**config.mk**
```make
export PLATFORM = sky130hd
export DESIGN_NAME = calc_seq_ctrl
export DESIGN_NICKNAME = d
export VERILOG_FILES = /design/src/rtl/calc_seq_ctrl.sv
export SDC_FILE = /design/constraint.sdc
export NUM_CORES = 1
export LEC_CHECK = 0
export ABC_AREA = 1
export ABC_CLOCK_PERIOD_IN_PS = 3770
export BUFFER_PORTS_ARGS = -buffer_cell sky130_fd_sc_hd__clkbuf_2
export CORE_MARGIN = 5
export CORE_UTILIZATION = 55
export CTS_CLUSTER_SIZE = 25
export DETAILED_ROUTE_END_ITERATION = 10
export GPL_TIMING_DRIVEN = 0
export PLACE_DENSITY = 0.8
export SLEW_MARGIN = 40
export SYNTH_ARGS = -nofsm -noshare
export SYNTH_HDL_FRONTEND = slang
export SYNTH_SLANG_ARGS = --single-unit
```
**constraint.sdc**
```tcl
create_clock -name i_sys_clock -period 3.77 [get_ports i_sys_clock]
set_input_delay 0.1885 -clock i_sys_clock [delete_from_list [all_inputs] [get_ports i_sys_clock]]
set_output_delay 0.1885 -clock i_sys_clock [all_outputs]
set_load 0.005 [all_outputs]
```
**src/rtl/calc_seq_ctrl.sv**
```systemverilog
// Operation sequencer for the 8-bit calculator: latches operands and operator,
// runs the ALU handshake with a timeout, and owns the display/error/clear policy.
module calc_seq_ctrl #(
   parameter int ALU_TIMEOUT = 16
) (
   input  logic       i_sys_clock,
   input  logic       i_sys_reset,
   input  logic       i_clear,
   input  logic [3:0] i_op_key,
   input  logic       i_equal,
   input  logic [7:0] i_kp_keycode,
   input  logic       i_kp_overflow,
   input  logic       i_kp_new_input,
   input  logic       i_alu_done,
   input  logic       i_alu_error,
   input  logic [7:0] i_alu_result,
   output logic       o_kp_clear,
   output logic       o_kp_op_valid,
   output logic       o_alu_start,
   output logic [7:0] o_alu_a,
   output logic [7:0] o_alu_b,
   output logic [1:0] o_alu_op,
   output logic [7:0] o_disp_value,
   output logic [2:0] o_state,
   output logic       o_error,
   output logic       o_busy
);

   localparam int CNT_W = $clog2(ALU_TIMEOUT + 1);

   typedef enum logic [2:0] {
      ENTER_A = 3'd0,
      OP_SEL  = 3'd1,
      ENTER_B = 3'd2,
      EXEC    = 3'd3,
      RESULT  = 3'd4,
      ERROR   = 3'd5
   } state_t;

   state_t           state, state_nxt;
   logic [3:0]       op_prev;
   logic             equal_prev;
   logic [3:0]       op_rise;
   logic             op_evt, eq_evt;
   logic [1:0]       op_enc;
   logic [7:0]       a, a_nxt, b, b_nxt, result, result_nxt, disp, disp_nxt;
   logic [1:0]       op, op_nxt, pend, pend_nxt;
   logic             chain, chain_nxt;
   logic             start, start_nxt, opv, opv_nxt;
   logic             kp_clear, err, busy;
   logic [CNT_W-1:0] cnt, cnt_nxt, cnt_inc;

   function automatic logic [1:0] encode_op(input logic [3:0] key);
      case (key)
         4'b0010: encode_op = 2'd1;
         4'b0100: encode_op = 2'd2;
         4'b1000: encode_op = 2'd3;
         default: encode_op = 2'd0;
      endcase
   endfunction

   // A multi-bit rise is not an operator event; an operator event masks equal.
   assign op_rise = i_op_key & ~op_prev;
   assign op_evt  = $onehot(op_rise);
   assign op_enc  = encode_op(op_rise);
   assign eq_evt  = i_equal & ~equal_prev & ~op_evt;
   assign cnt_inc = cnt + 1'b1;

   always_comb begin
      state_nxt  = state;
      a_nxt      = a;
      b_nxt      = b;
      op_nxt     = op;
      pend_nxt   = pend;
      chain_nxt  = chain;
      result_nxt = result;
      cnt_nxt    = cnt;
      start_nxt  = 1'b0;
      opv_nxt    = 1'b0;
      disp_nxt   = disp;

      if (i_clear) begin
         state_nxt  = ENTER_A;
         a_nxt      = '0;
         b_nxt      = '0;
         op_nxt     = '0;
         pend_nxt   = '0;
         chain_nxt  = 1'b0;
         result_nxt = '0;
         cnt_nxt    = '0;
      end else begin
         case (state)
            ENTER_A: begin
               if (i_kp_overflow) begin
                  state_nxt = ERROR;
               end else if (op_evt) begin
                  a_nxt     = i_kp_keycode;
                  op_nxt    = op_enc;
                  opv_nxt   = 1'b1;
                  state_nxt = OP_SEL;
               end
            end
            OP_SEL: begin
               if (op_evt) op_nxt = op_enc;
               if (i_kp_new_input) state_nxt = ENTER_B;
            end
            ENTER_B: begin
               if (i_kp_overflow) begin
                  state_nxt = ERROR;
               end else if (op_evt || eq_evt) begin
                  b_nxt     = i_kp_keycode;
                  start_nxt = 1'b1;
                  cnt_nxt   = '0;
                  chain_nxt = op_evt;
                  if (op_evt) pend_nxt = op_enc;
                  state_nxt = EXEC;
               end
            end
            EXEC: begin
               // The count is checked after increment, so a done in the same cycle still wins.
               cnt_nxt = cnt_inc;
               if (i_alu_done) begin
                  if (i_alu_error) begin
                     state_nxt = ERROR;
                  end else begin
                     result_nxt = i_alu_result;
                     if (chain) begin
                        a_nxt     = i_alu_result;
                        op_nxt    = pend;
                        opv_nxt   = 1'b1;
                        chain_nxt = 1'b0;
                        state_nxt = OP_SEL;
                     end else begin
                        state_nxt = RESULT;
                     end
                  end
               end else if (cnt_inc == CNT_W'(ALU_TIMEOUT)) begin
                  state_nxt = ERROR;
               end
            end
            RESULT: begin
               if (op_evt) begin
                  a_nxt     = result;
                  op_nxt    = op_enc;
                  opv_nxt   = 1'b1;
                  state_nxt = OP_SEL;
               end else if (i_kp_new_input) begin
                  state_nxt = ENTER_A;
               end
            end
            ERROR:   state_nxt = ERROR;
            default: state_nxt = ENTER_A;
         endcase
      end

      // Display follows the state being entered so it is correct on arrival.
      case (state_nxt)
         ENTER_A, ENTER_B: disp_nxt = i_kp_keycode;
         OP_SEL:           disp_nxt = a_nxt;
         EXEC:             disp_nxt = disp;
         RESULT:           disp_nxt = result_nxt;
         default:          disp_nxt = '0;
      endcase
      if (i_clear) disp_nxt = '0;
   end

   always_ff @(posedge i_sys_clock or posedge i_sys_reset) begin
      if (i_sys_reset) begin
         state      <= ENTER_A;
         op_prev    <= '0;
         equal_prev <= 1'b0;
         a          <= '0;
         b          <= '0;
         op         <= '0;
         pend       <= '0;
         chain      <= 1'b0;
         result     <= '0;
         cnt        <= '0;
         start      <= 1'b0;
         opv        <= 1'b0;
         disp       <= '0;
         kp_clear   <= 1'b0;
         err        <= 1'b0;
         busy       <= 1'b0;
      end else begin
         state      <= state_nxt;
         op_prev    <= i_op_key;
         equal_prev <= i_equal;
         a          <= a_nxt;
         b          <= b_nxt;
         op         <= op_nxt;
         pend       <= pend_nxt;
         chain      <= chain_nxt;
         result     <= result_nxt;
         cnt        <= cnt_nxt;
         start      <= start_nxt;
         opv        <= opv_nxt;
         disp       <= disp_nxt;
         kp_clear   <= i_clear;
         err        <= (state_nxt == ERROR);
         busy       <= (state_nxt == EXEC);
      end
   end

   assign o_kp_clear    = kp_clear;
   assign o_kp_op_valid = opv;
   assign o_alu_start   = start;
   assign o_alu_a       = a;
   assign o_alu_b       = b;
   assign o_alu_op      = op;
   assign o_disp_value  = disp;
   assign o_state       = state;
   assign o_error       = err;
   assign o_busy        = busy;

endmodule

```
==> results of run 1 <==
registers in the layout, summed over array words and instances, names as in the netlist:
signal         cells
o_alu_a            8
o_alu_b            8
o_disp_value       8
result             8
cnt                5
op_prev            4
o_state            3
o_alu_op           2
pend               2
chain              1
equal_prev         1
o_alu_start        1
o_busy             1
o_error            1
o_kp_clear         1
o_kp_op_valid      1
layout make-up:
| type | instances | area (µm²) |
|---|---|---|
| clock inverters | 1 | 30.03 |
| multi-input cells | 269 | 1414 |
| plain buffers | 9 | 60.06 |
| inverters | 55 | 209.0 |
| flip-flops and latches | 55 | 1376 |
| well taps | 72 | 90.09 |
| repair buffers | 67 | 375.4 |
| clock buffers | 6 | 72.57 |
| fillers | 469 | 1812 |
per-stage QoR:
stage / worst slack (ps) / hold WS [ps]
finish: 494.9 / 1.774
global route: 265.1 / 0.1231
CTS: 544.7 / 0.6664
global placement: 751.1 / 309.3
floorplan: 1143 / 219.9
detailed placement: 728.0 / 124.2
cell usage after synthesis:
cell type	n	area [µm²]
nand2_1	85	319.1
dfrtp_1	55	1376
nand3_1	55	275.3
inv_1	49	183.9
nor2_1	44	165.2
o21ai_0	19	95.09
nor2_2	12	75.07
nand4_1	10	62.56
a21oi_1	6	30.03
inv_2	6	22.52
ha_1	5	62.56
nor2_4	5	56.30
nand2_2	4	25.02
a31oi_1	3	18.77
buf_2	3	15.01
nand2_4	3	33.78
a21oi_2	2	17.52
buf_4	2	15.01
buf_6	2	22.52
clkbuf_1	2	7.510
nand3_2	2	20.02
nand3_4	2	35.03
o22ai_1	2	12.51
a211oi_2	1	12.51
a21boi_0	1	7.510
a32o_1	1	10.01
fa_1	1	20.02
mux2_1	1	11.26
mux2_2	1	11.26
nor2_8	1	20.02
nor3_1	1	5.000
o21ai_1	1	5.000
o31ai_1	1	7.510
worst reg2reg max path, cell delays in order, from the launching register on:
cell     delay, ps
dfrtp_1        370
nor2_1         250
fa_1           480
ha_1           210
ha_1           270
inv_1           90
nand3_4        140
nor2_2         360
nand2_4        140
nand2_4        130
nor2_1          60
nor2_1         110
nor2_2          60
nand3_1        100
nand3_1        100
nand2_1         80
nand2_1         50
repair_timing:
action,CTS,global route
hold endpoints to repair,17,1
buffers inserted,0,0
hold buffers,4,1
how the worst max path moves through the flow:
stage	start	endpoint	slack, ps	cells past startpoint
floorplan	op_prev[3]$_DFF_PP0_	o_disp_value[4]$_DFFE_PP0P_	1140	16
global placement	op_prev[3]$_DFF_PP0_	o_disp_value[4]$_DFFE_PP0P_	750	16
detailed placement	op_prev[3]$_DFF_PP0_	o_disp_value[4]$_DFFE_PP0P_	730	16
CTS	i_op_key[3]	o_disp_value[4]$_DFFE_PP0P_	540	19
global route	i_op_key[3]	o_disp_value[5]$_DFFE_PP0P_	270	19
finish	i_op_key[3]	o_disp_value[4]$_DFFE_PP0P_	490	19
power by group through the flow:
stage | clock [mW] | sequential, mW | combinational [mW]
floorplan | 0 | 0.666 | 0.242
global placement | 0 | 0.666 | 0.355
detailed placement | 0 | 0.667 | 0.365
CTS | 0.389 | 0.656 | 0.372
global route | 0.414 | 0.661 | 0.417
finish | 0.384 | 0.656 | 0.375
layer usage:
layer / global-route usage / vias to the layer above / share of wire
met2: 0.3651 / 126 / 0.46
met3: 0.04318 / 24 / 0.068
met1: 0.3348 / 1318 / 0.44
met4: 0.07482 / 0 / 0.026
li1: - / 1401 / -
met5: 0 / - / 0
cells by family (layout without fill, tap and decap cells):
logic type,Yosys count,in the layout,synth area share
buffers and inverters,64,138,0.08719
AO/OA/AOI/OAI,37,37,0.07082
flip-flops,55,55,0.4503
adder cells (fa/ha/maj),6,6,0.02702
AND/OR/NAND/NOR,224,224,0.3573
multiplexers,2,2,0.007367
==> metrics.txt, run 1 <==
post-CTS sizing 0; Nets 496; largest net degree at the start of global routing 42; endpoints failing setup 0; max-cap violations 0; gr usage total 0.2354; Setup Skew 10.72 ps; hpwl dp 5.812 mm; Bufs and invs on worst path 4; Hold Crit Depth 1; grt ovf 0; Inst Count DP 522; TritonCTS clock tree done; Hold Path End op_prev[2]$_DFF_PP0_; Worst Path Required 3970 ps; DR iter-0 viols 213; Total Power 1.416 mW; P_leak 1.938 nW; Final Max Slew Viols 0; Clock Path Buffers 2; sequential power share 0.463; setup slack, reg-to-reg 660 ps; commonest non-fill, non-tap cells in the layout 85 x nand2_1, 61 x clkbuf_2, 55 x nand3_1, 55 x dfrtp_1, 48 x inv_1; Most Frequent Cell on Critical Path nor2_1; Ant. Diodes 0; post-synth cell types 33; vias after detailed routing 2869; Critical Path Source Type input port; cell internal pwr 0.9466 mW; placer congestion estimate 0.8983; crit end category register; CP Cell Sequence dlygate4sd3_1 -> clkbuf_2 -> inv_1 -> nor2_1 -> fa_1 -> ha_1 -> ha_1 -> inv_1 -> nand3_4 -> nor2_2 -> nand2_4 -> nand2_4 -> nor2_1 -> nor2_1 -> nor2_2 -> nand3_1 -> nand3_1 -> nand2_1 -> nand2_1; cts bufs inserted 5; H-tree level count 2; area of the core 5439 µm²; First-pass DRT Iterations 5; starting density of the core 0.5620; Clock power frac 0.272; Achievable Freq 305.3 MHz; Routed Antenna Nets 0; TNS Setup 0 ps; initial antenna violation count 0; Pwr Density 390.3 nW/µm²; synth warn 0; final core occ 0.6669; syn nets 422; worst min path class in -> reg; CTS Sinks 55; Post-route DRC 0; Critical Path Fanout Max 7; Die Wd 84.55 µm; power share of the combinational group 0.265; Top Family by Delay on Critical Path simple AND/OR/NAND/NOR gates; critical path type in -> reg; RR Startpoint op_prev[3]$_DFF_PP0_; Clk Latency, worst-skew pair 310 ps; Placed Area 3475 µm²; Routed WL per cell 14.89 µm; Gate Count Post-Synth 388; number of global-route vias before repair 2866; Least-Margin Pin Slew 682.6 ps; # rows 27; chip height 84.55 µm; full die area 7149 µm²; RSZ-0062 raised after global routing false; slowest cell delay on critical path 530 ps; area growth from synthesis to layout 18.67%; arrival time worst endpoint 3480 ps; layout cells sized above 1 0.2489; final hold violation count 0; Hold Startpoint i_op_key[2]; Synth Cell Area 3057 µm²; CP max stage cell dlygate4sd3_1; Root Driver clkbuf_8; status completed; Final min period 3275 ps; Post-Layout Cell Count 534; Yosys reg bits 55; Rel. slew slack 0.5450; post-route cell area 3627 µm²; post-synthesis sequential area ratio 0.4503; first-pass GRT wire length 13.61 mm; sw power 0.4689 mW; most common cell after layout, fill and taps aside nand2_1; switch share 0.3313; worst r2r path cells 16; Clk pin slew, worst setup/hold paths 80 ps; I/O pins 62; PortBufs 61; Mean Syn Cell Area 7.878 µm²; Final Cycle Share 0.8687; maximum VDD drop 0.2578 mV; reg-to-reg endpoint o_disp_value[4]$_DFFE_PP0P_; final wirelength 7.953 mm; vias per std cell 5.373
Power figures use the tool's default switching activity.
==> inputs of run 2 (changes only) <==
Settings changed: ABC_AREA 1 to not set, CORE_MARGIN 5 to not set, CORE_UTILIZATION 55 to 54, PLACE_DENSITY 0.8 to 0.79.
==> run 2 against run 1 <==
Die area shrank 21%. Critical path depth shrank 8. Count of clock-buffer cells in the layout is the same. Critical path type is now reg -> reg. Critical endpoint is now o_disp_value[6]$_DFFE_PP0P_. Highest routed layer unchanged.
==> metrics.txt, run 2 <==
status completed; chip height 74.99 µm; Nets 382; Achievable Freq 292.6 MHz; Worst Path Required 3940 ps; filler cell count 417; Final min period 3418 ps; Post-synth EDFFs 0; most numerous cell in the Yosys netlist dfrtp_1; vias per std cell 6.079; Post-synth top cells 55 x dfrtp_1, 25 x nor2_1, 20 x mux2i_1, 14 x inv_1, 13 x a21oi_1; CTS Sinks 55; cell internal pwr 0.9591 mW; Rel. slew slack 0.4737; Mean Syn Cell Area 10.42 µm²; first-pass GRT wire length 11.64 mm; Clock Path Buffers 2; final hold violation count 0; reg-to-reg endpoint o_disp_value[6]$_DFFE_PP0P_; area of the core 5107 µm²; Clock power frac 0.294; worst min path class in -> reg; Routed WL per cell 17.07 µm; grt ovf 0; endpoints failing setup 0; synth warn 0; Yosys reg bits 55; Yosys top cell area share 0.4785; First-pass DRT Iterations 5; setup slack, reg-to-reg 350 ps; placer congestion estimate 0.8550; Final Cycle Share 0.9066; vias after detailed routing 2547; Root Driver clkbuf_8; commonest non-fill, non-tap cells in the layout 61 x clkbuf_2, 55 x dfrtp_1, 25 x nor2_1, 20 x mux2i_1; Synth Cell Area 2877 µm²; top post-synthesis cells by area dfrtp_1 48%, mux2i_1 7.0%, nor2_1 3.3%; Ant. Diodes 0; RR Startpoint op_prev[3]$_DFF_PP0_; post-CTS sizing 0; P_leak 1.780 nW; initial antenna violation count 0; Routed Antenna Nets 0; starting density of the core 0.5632; cts hold-fix bufs 2; sw power 0.3976 mW; full die area 5623 µm²; Gate Count Post-Synth 276; Async SR Flop Fraction 1.000; Clk Latency, worst-skew pair 300 ps; Pwr Density 394.4 nW/µm²; DR iter-0 viols 232; power share of the combinational group 0.226; gr usage total 0.2773; most common cell after layout, fill and taps aside clkbuf_2; Total Power 1.357 mW; RSZ-0062 raised after global routing false; Post-route DRC 0; Die Wd 74.99 µm; Least-Margin Pin Slew 782.9 ps; H-tree level count 2; largest net degree at the start of global routing 41; I/O pins 62; Hold Startpoint i_op_key[3]; number of global-route vias before repair 2477; post-synth cell types 53; top_reg_cell synth dfrtp_1; worst r2r path cells 11; cell taking the most area after synthesis dfrtp_1; arrival time worst endpoint 3590 ps; Final WS setup 352.0 ps; Clk pin slew, worst setup/hold paths 100 ps; syn nets 310; critical path startpoint op_prev[3]$_DFF_PP0_; crit end category register; layout cells sized above 1 0.2693; Setup Skew 7.631 ps; cts bufs inserted 5; max-cap violations 0; DP Worst Slack 423.6 ps; TritonCTS clock tree done; area growth from synthesis to layout 19.57%; Final Max Slew Viols 0; Worst setup endpoint o_disp_value[6]$_DFFE_PP0P_; PortBufs 61; sequential power share 0.479; critical path type reg -> reg; post-synthesis sequential area ratio 0.4785; maximum VDD drop 0.2495 mV; hpwl dp 5.299 mm; Critical Path Source Type register; final wirelength 7.151 mm; switch share 0.2930; Critical Path Fanout Max 9; TNS Setup 0 ps; # rows 26; Post-CTS Setup Inserts 0
[run 2: cell count changes in the layout (fill, tap and decap cells not counted), sizes merged, moves of 8 or more]
| cell | change |
|---|---|
| mux2i | +20 |
| o21ai | -9 |
| a22oi | +8 |
| inv | -41 |
| nand3 | -47 |
| a221oi | +8 |
| o221ai | +8 |
| nor2 | -37 |
| nand2 | -82 |
[run 2: final cells by class]
cell class                 instances  area (µm²)  share of cell area
multi-input combinational        191        1366              0.3972
tap                               70       87.58             0.02546
inverter                          15       58.81             0.01710
clock inverter                     2       35.03             0.01019
buffer                            15       77.57             0.02255
sequential                        55        1376              0.4001
timing repair buffer              65       355.3              0.1033
clock buffer                       6       82.58             0.02401
[run 2: cells by family (layout without fill, tap and decap cells)]
logic type | after synthesis | count (layout) | synth area share
simple gates | 91 | 91 | 0.1788
compound gates | 70 | 70 | 0.1840
flops | 55 | 55 | 0.4785
buf+inv | 30 | 103 | 0.04654
mux | 22 | 22 | 0.07742
fa+ha+maj | 6 | 6 | 0.02871
xor+xnor | 2 | 2 | 0.006091
[run 2: power groups by stage]
stage	combinational, mW	clock [mW]	sequential, mW
floorplan	0.189	0	0.659
global placement	0.290	0	0.660
detailed placement	0.300	0	0.661
CTS	0.303	0.404	0.650
global route	0.339	0.421	0.654
finish	0.307	0.399	0.650
[run 2: layer usage]
layer  track usage  up-vias  routed length (µm)
li1              -     1168                   -
met1        0.3808     1234                3078
met2        0.4434      126                3480
met3       0.04552       19                 417
met4        0.1069        0                 176
met5             0        -                   0
[run 2: worst max-delay path, stage by stage (launching register included)]
cell and delay (ps):
dfrtp_1 360, nand2b_1 190, inv_1 90, fa_1 410, ha_1 210, ha_1 280, nor3b_2 550, o311ai_0 290
a32oi_1 230, buf_4 240, mux2i_1 270, o221ai_1 160
[run 2: how the worst min path moves through the flow]
stage | to | slack [ps] | cells past startpoint
3_5_place_dp | op_prev[1]$_DFF_PP0_ | 120 | 2
5_1_grt | op_prev[3]$_DFF_PP0_ | 3 | 1
3_3_place_gp | equal_prev$_DFF_PP0_ | 310 | 1
2_1_floorplan | equal_prev$_DFF_PP0_ | 220 | 0
6_report | op_prev[3]$_DFF_PP0_ | 8 | 1
4_1_cts | op_prev[2]$_DFF_PP0_ | 0.8 | 1
[run 2: metrics by stage]
stage	utilization	cell area, µm²	hold WS (ps)	std cells
floorplan	-	2877	219.9	276
global placement	0.6401	3269	309.0	407
detailed placement	0.6445	3292	119.2	408
CTS	0.6715	3430	0.7988	418
global route	0.6734	3440	3.052	419
finish	0.6734	3440	7.609	419
==> inputs of run 3 (changes only) <==
Settings changed: HOLD_SLACK_MARGIN set to 0.02.
==> run 3 against run 2 <==
Maximum frequency decreased by 4.4%. Power increased by 0.27%. Clock skew about the same. Count of clock-buffer cells in the layout unchanged. Clock power about the same. Worst setup slack got worse by 160 ps. Wire length increased by 0.77%. Worst hold slack improved by 140 ps. Register-to-register slack about the same. Die area unchanged.
==> metrics.txt, run 3 (synthesis gave the netlist of run 2 again) <==
reg-to-reg endpoint o_disp_value[5]$_DFFE_PP0P_; Nets 386; full die area 5623 µm²; CP Cell Sequence dlygate4sd3_1 -> clkbuf_2 -> nand2b_1 -> inv_1 -> fa_1 -> ha_1 -> ha_1 -> nor3b_2 -> o311ai_0 -> a32oi_1 -> buf_4 -> mux2i_1 -> o221ai_1; Final min period 3574 ps; Final WS setup 196.1 ps; largest net degree at the start of global routing 41; H-tree level count 2; Post-route DRC 0; cts bufs inserted 5; Hold Path End result[3]$_DFF_PP0_; RSZ-0062 raised after global routing false; First-pass DRT Iterations 5; Placed Area 3292 µm²; post-CTS sizing 0; worst min path class in -> reg; PortBufs 61; CTS Sinks 55; Top Family by Delay on Critical Path buffers and inverters; # rows 26; Setup Skew 7.465 ps; DR iter-0 viols 246; Ant. Diodes 0; Clk pin slew, worst setup/hold paths 100 ps; gr usage total 0.2802; post-route cell area 3480 µm²; Most Frequent Cell on Critical Path ha_1; I/O pins 62; initial antenna violation count 0; Final Cycle Share 0.9480; starting density of the core 0.5632; Least-Margin Pin Slew 771.6 ps; crit end category register; Hold Crit Depth 3; area growth from synthesis to layout 20.97%; maximum VDD drop 0.2483 mV; hpwl dp 5.299 mm; chip height 74.99 µm; Clk Latency, worst-skew pair 300 ps; Achievable Freq 279.8 MHz; P_leak 1.797 nW; Hold Startpoint i_alu_result[3]; commonest non-fill, non-tap cells in the layout 61 x clkbuf_2, 55 x dfrtp_1, 25 x nor2_1, 20 x mux2i_1; DP Worst Slack 423.6 ps; max-cap violations 0; critical path type in -> reg; setup slack, reg-to-reg 360 ps; final hold slack 149.1 ps; vias per std cell 6.085; most common cell after layout, fill and taps aside clkbuf_2; TritonCTS clock tree done; final wirelength 7.206 mm; placer congestion estimate 0.8550; filler cell count 412; CP max stage cell dlygate4sd3_1; Routed Antenna Nets 0; Critical Path Fanout Max 9; area of the multi-input gates 1366 µm²; Worst Path Required 3940 ps; RR Startpoint op_prev[3]$_DFF_PP0_; Storage cell area 1376 µm²; Clock Path Buffers 2; endpoints failing setup 0; TNS Setup 0 ps; layout cells sized above 1 0.2663; slowest cell delay on critical path 550 ps; area of the core 5107 µm²; Rel. slew slack 0.4813; worst r2r path cells 11; status completed; vias after detailed routing 2574; Bufs and invs on worst path 4; Routed WL per cell 17.04 µm; Post-CTS Setup Inserts 0; final hold violation count 0; Pwr Density 390.9 nW/µm²; Root Driver clkbuf_8; Total Power 1.360 mW; first-pass GRT wire length 11.76 mm; Critical Path Source Type input port; arrival time worst endpoint 3750 ps; number of global-route vias before repair 2504; Final Max Slew Viols 0; Worst path depth 13; Die Wd 74.99 µm; grt ovf 0
[run 3: cell count changes in the layout (fill, tap and decap cells not counted), sizes merged]
cell	change
dlygate4sd3	+4
[run 3: layout make-up]
type                    instances  area share
well taps                      70     0.02517
multi-input cells             191      0.3927
flip-flops and latches         55      0.3955
inverters                      15     0.01690
repair buffers                 69      0.1136
clock inverters                 2     0.01007
clock buffers                   6     0.02373
plain buffers                  15     0.02229
[run 3: worst min-delay path: stages]
cell and delay [ps]:
clkbuf_2 100, nand3_1 60, a21oi_1 70
[run 3: worst max path at each step]
stage	start	endpoint	slack [ps]
2_1_floorplan	op_prev[3]$_DFF_PP0_	o_disp_value[0]$_DFFE_PP0P_	910
3_3_place_gp	op_prev[3]$_DFF_PP0_	o_disp_value[6]$_DFFE_PP0P_	460
3_5_place_dp	op_prev[3]$_DFF_PP0_	o_disp_value[6]$_DFFE_PP0P_	420
4_1_cts	i_op_key[0]	o_disp_value[6]$_DFFE_PP0P_	270
5_1_grt	i_op_key[0]	o_disp_value[5]$_DFFE_PP0P_	50
6_report	i_op_key[0]	o_disp_value[5]$_DFFE_PP0P_	200
[run 3: through the flow]
stage / instances / utilization
6_report: 423 / 0.6813
5_1_grt: 423 / 0.6813
4_1_cts: 423 / 0.6813
3_5_place_dp: 408 / 0.6445
3_3_place_gp: 407 / 0.6401
2_1_floorplan: 276 / -
[run 3: power by group]
| group | internal (mW) | total [mW] | leakage [nW] | switching (mW) |
|---|---|---|---|---|
| logic | 0.123 | 0.311 | 0.993 | 0.189 |
| registers | 0.624 | 0.650 | 0.743 | 0.0260 |
| clock network | 0.215 | 0.399 | 0.0612 | 0.184 |
| total | 0.962 | 1.36 | 1.80 | 0.398 |
[run 3: timing repair]
action                                  4_1_cts  5_1_grt
endpoints found under the setup margin        0        0
endpoints found under the hold margin        21        0
hold buffers                                  7        0
[run 3: per-layer routing]
metal / global-route usage / vias up / share of wire
met2: 0.4505 / 124 / 0.49
met4: 0.1069 / 0 / 0.024
met3: 0.04552 / 18 / 0.063
met5: 0 / - / 0
li1: - / 1174 / -
met1: 0.3834 / 1258 / 0.42
